[src/rtl/enc_16to4_seq.sv]
// Sequential 16-to-4 priority encoder: captures a multi-hot request vector and
// drains it one index per handshake. Define ENC_LSB_PRIORITY_EN for ascending order.
module enc_16to4_seq (
  input  logic        clk,
  input  logic        rst,
  input  logic        en,
  input  logic        load,
  input  logic [15:0] req,
  input  logic        out_ready,
  output logic [3:0]  out,
  output logic        valid,
  output logic        last,
  output logic        busy,
  output logic        zero
);

  typedef enum logic {IDLE, DRAIN} state_t;

  state_t      state;
  logic [15:0] pending;
  logic        handshake;
  logic        one_left;

  function automatic logic [3:0] encode(input logic [15:0] v);
    logic [3:0] idx;
    idx = '0;
`ifdef ENC_LSB_PRIORITY_EN
    // scan downward so the lowest set bit is the last one written
    for (int unsigned i = 0; i < 16; i++)
      if (v[15-i]) idx = 4'(15 - i);
`else
    for (int unsigned i = 0; i < 16; i++)
      if (v[i]) idx = 4'(i);
`endif
    return idx;
  endfunction

  always_comb begin
    out       = encode(pending);
    busy      = (state == DRAIN);
    valid     = en & busy;
    one_left  = (pending != '0) && ((pending & (pending - 16'd1)) == '0);
    last      = valid & one_left;
    handshake = valid & out_ready;
  end

  always_ff @(posedge clk or posedge rst) begin
    if (rst) begin
      state   <= IDLE;
      pending <= '0;
      zero    <= 1'b0;
    end else begin
      zero <= 1'b0;
      case (state)
        IDLE: begin
          if (en && load) begin
            if (req != '0) begin
              pending <= req;
              state   <= DRAIN;
            end else begin
              zero <= 1'b1;
            end
          end
        end
        DRAIN: begin
          if (handshake) begin
            pending <= pending & ~(16'h0001 << out);
            if (one_left) state <= IDLE;
          end
        end
        default: state <= IDLE;
      endcase
    end
  end

endmodule

[config.mk]
export PLATFORM = sky130hd
export DESIGN_NAME = enc_16to4_seq
export DESIGN_NICKNAME = d
export VERILOG_FILES = /design/src/rtl/enc_16to4_seq.sv
export SDC_FILE = /design/constraint.sdc
export NUM_CORES = 1
export LEC_CHECK = 0
export BUFFER_PORTS_ARGS = -buffer_cell sky130_fd_sc_hd__buf_2
export CAP_MARGIN = 20
export CORE_UTILIZATION = 25
export CTS_BUF_LIST = sky130_fd_sc_hd__clkbuf_4
export DETAILED_ROUTE_END_ITERATION = 8
export GPL_TIMING_DRIVEN = 0
export PLACE_DENSITY = 0.44
export SLEW_MARGIN = 10
export SYNTH_ARGS = -nofsm -noshare
export SYNTH_HDL_FRONTEND = slang
export SYNTH_SLANG_ARGS = --single-unit
[constraint.sdc]
create_clock -name clk -period 4.6 [get_ports clk]
set_clock_uncertainty 0.05 [all_clocks]
set_input_delay 0.92 -clock clk [delete_from_list [all_inputs] [get_ports clk]]
set_output_delay 0.92 -clock clk [all_outputs]
set_load 0.02 [all_outputs]
==> flow_metrics.env <==
export IMPL_hp_class="reg2reg"
export IMPL_ys_types=47
export IMPL_min_from="pending[0]"
export IMPL_cts_setup_buffers=0
export IMPL_synthCells=160
export IMPL_cts_max_level=1
export IMPL_cts_tree="done"
export IMPL_die_h_um=74.49
export IMPL_critPathMaxFanout=5
export IMPL_clk_path_buf_depth=2
export IMPL_path_cells="or4_4 > o41ai_2 > nand2_1 > nor4bb_1 > buf_2"
export IMPL_drv_slew=0
export IMPL_p_per_area_mw_per_mm2=469.8
export IMPL_finalCritPeriodShare=0.7268
export IMPL_n_antenna_cell=0
export IMPL_initial_core_util=0.2589
export IMPL_combPwrFrac=0.518
export IMPL_status="completed"
export IMPL_synth_adder_area_share=0.007619
export IMPL_synth_ff_type="dfrtp_1"
export IMPL_drc_errors=0
export IMPL_max_freq_mhz=299.1
export IMPL_die_w_um=74.49
export IMPL_finalSetupViolCount=0
export IMPL_fin_util=0.3089
export IMPL_ant_nets=0
export IMPL_critPathRequiredTime_ns=3.63
export IMPL_end_kind="output pin"
export IMPL_die_area_mm2=0.005549
export IMPL_crit_buf_inv=1
export IMPL_r2r_start="pending[8]"
export IMPL_yosysWarnings=0
export IMPL_cp_data_arrival_time_ns=2.37
export IMPL_r2r_end="pending[0]"
export IMPL_synth_mux_area_frac=0.04571
export IMPL_wl_per_cell_um=16.47
export IMPL_tightest_slew_ns=0.7600
export IMPL_critPathMaxStageDelay_ns=0.59
export IMPL_maxCapViolations=0
export IMPL_rrSetupSlack_ns=2.42
export IMPL_rsz0062_at_grt="false"
export IMPL_synth_xor_area_frac=0.006667
export IMPL_dp_hpwl_um=3346
export IMPL_synth_most_common_cell="nand2_1"
export IMPL_power_internal_mw=0.3713
export IMPL_ios=29
export IMPL_yosys_area_top_type="dfrtp_1"
export IMPL_nets=214
export IMPL_area_growth_pct=19.33
export IMPL_root_buffer="clkbuf_4"
export IMPL_gp_congestion=0.7964
export IMPL_clkLatencyLatePin_ns=0.30
export IMPL_port_buffers=28
export IMPL_grt_pass1_vias=1282
export IMPL_ys_seq_elements=18
export IMPL_synth_edff_count=0
export IMPL_synth_area_mm2=0.001314
export IMPL_hold_viol_final=0
export IMPL_grt_use_total=0.1749
export IMPL_overflow=0
export IMPL_firstDrtPassIters=4
export IMPL_core_area_mm2=0.005075
export IMPL_synth_top_area_share=0.3429
export IMPL_cts_hold_buf=0
export IMPL_power_leakage_nw=0.6426
export IMPL_worstHoldPathCells=2
export IMPL_period_minus_slack_ns=3.343
export IMPL_cts_resized=0
export IMPL_first_iter_violations=48
export IMPL_synth_top_family_by_area="simple AND/OR/NAND/NOR gates"
export IMPL_synthArstFlopShare=1.000
export IMPL_via_per_inst=5.210
export IMPL_wl_um=4315
export IMPL_clk_pin_slew_ns=0.11
export IMPL_antenna_found_initial=0
export IMPL_switching_power_mw=0.3653
export IMPL_synth_nets=181
export IMPL_peakVddDrop_v=0.0001421
export IMPL_cts_made_buffers=3
export IMPL_setup_tns_ns=0
export IMPL_drive_gt1_frac=0.2188
export IMPL_cp_depth=5
export IMPL_yosysSeqAreaShare=0.3429
export IMPL_crit_path_top_delay_cell="or4_4"
export IMPL_grt_pass1_wl_um=7120
export IMPL_crit_type="reg2out"
export IMPL_ys_top_cells_by_area="dfrtp_1 (34%), nand2_1 (6.9%), mux2i_1 (4.6%)"
export IMPL_cts_sinks=18
export IMPL_synth_top_cells_by_count="nand2_1 (24), dfrtp_1 (18), nor2_1 (16)"
export IMPL_seq_power_share=0.366
export IMPL_cp_top_family="simple AND/OR/NAND/NOR gates"
export IMPL_num_vias=1365
export IMPL_reg2regPathDepth=6
export IMPL_synth_compound_area_share=0.2381
export IMPL_clkPwrFrac=0.116
export IMPL_grt_max_degree=19
export IMPL_synthSimpleGateAreaFrac=0.3152
export IMPL_whs_endpoint="pending[0]"
export IMPL_postSynthAreaPerCell_um2=8.211
export IMPL_slew_headroom=0.4928
export IMPL_swShare=0.4959
export IMPL_start_kind="register"
export IMPL_placementRows=26
[cell type report]
| cell class | count | area (um2) |
|---|---|---|
| fillers | 581 | 3507 |
| multi-input cells | 128 | 805.8 |
| flip-flops and latches | 18 | 450.4 |
| repair buffers | 28 | 140.1 |
| well taps | 70 | 87.58 |
| plain buffers | 10 | 42.54 |
| clock buffers | 3 | 22.52 |
| inverters | 4 | 15.01 |
| clock inverters | 1 | 3.754 |
[registers in the layout, indices dropped and copies added, names as in the netlist]
name / flops
busy: 1
zero: 1
pending: 16
[power groups by stage]
| stage | clock, mW | sequential, mW | combinational [mW] |
|---|---|---|---|
| global route | 0.0999 | 0.283 | 0.426 |
| floorplan | 0 | 0.251 | 0.278 |
| CTS | 0.0923 | 0.270 | 0.383 |
| global placement | 0 | 0.273 | 0.382 |
| detailed placement | 0 | 0.275 | 0.381 |
| finish | 0.0856 | 0.269 | 0.382 |
[cell usage in the layout, fill, tap and decap left out, types with 4 or more instances in the layout]
cell type  synthesis  final
nand3_1            5      5
clkbuf_1           6      6
a21oi_1            4      4
mux2i_1            6      6
nor2_1            16     16
nand2_1           24     24
nor4_1             9      9
o21ai_0            8      8
buf_2              4     32
dfrtp_1           18     18
nor3_1             4      4
[worst max-delay path by stage]
stage | slack [ns] | to | startpoint
finish | 1.26 | last | pending[3]
global route | 1.11 | last | pending[3]
global placement | 1.55 | pending[5] | req[11]
detailed placement | 1.58 | pending[5] | req[11]
CTS | 1.25 | last | pending[3]
floorplan | 1.57 | last | pending[3]
[through the flow]
step / instance area, um2 / instances / setup WS (ns) / hold WS [ns] / power, mW
finish: 1568 / 262 / 1.257 / 0.5743 / 0.7366
global route: 1568 / 262 / 1.111 / 0.6199 / 0.8081
CTS: 1568 / 262 / 1.248 / 0.5830 / 0.7454
detailed placement: 1541 / 258 / 1.580 / 0.5609 / 0.6551
global placement: 1541 / 258 / 1.552 / 0.5665 / 0.6556
floorplan: 1314 / 160 / 1.568 / 0.5147 / 0.5297
[kinds of logic (layout without fill, tap and decap cells)]
logic type / after synthesis / count (layout)
buffers and inverters: 14 / 46
DFF: 18 / 18
muxes: 6 / 6
and+or+nand+nor: 79 / 79
AOI/OAI and AO/OA: 41 / 41
adders and majority gates: 1 / 1
xor gates and xnor gates: 1 / 1
[worst register-to-register path: cells and delay by family (launching register included)]
kind	cells	cell delay (ns)
flops	1	0.39
simple gates	4	1.30
buf+inv	1	0.19
compound gates	1	0.14
[metal layers]
| metal | vias to the layer above | global-route usage | share of wire |
|---|---|---|---|
| met5 | - | 0 | 0 |
| met4 | 0 | 0.05031 | 0.012 |
| met3 | 5 | 0.01355 | 0.052 |
| met2 | 41 | 0.2733 | 0.46 |
| met1 | 648 | 0.2570 | 0.48 |
| li1 | 671 | - | - |
No activity file was read; power rests on OpenSTA's default activity.
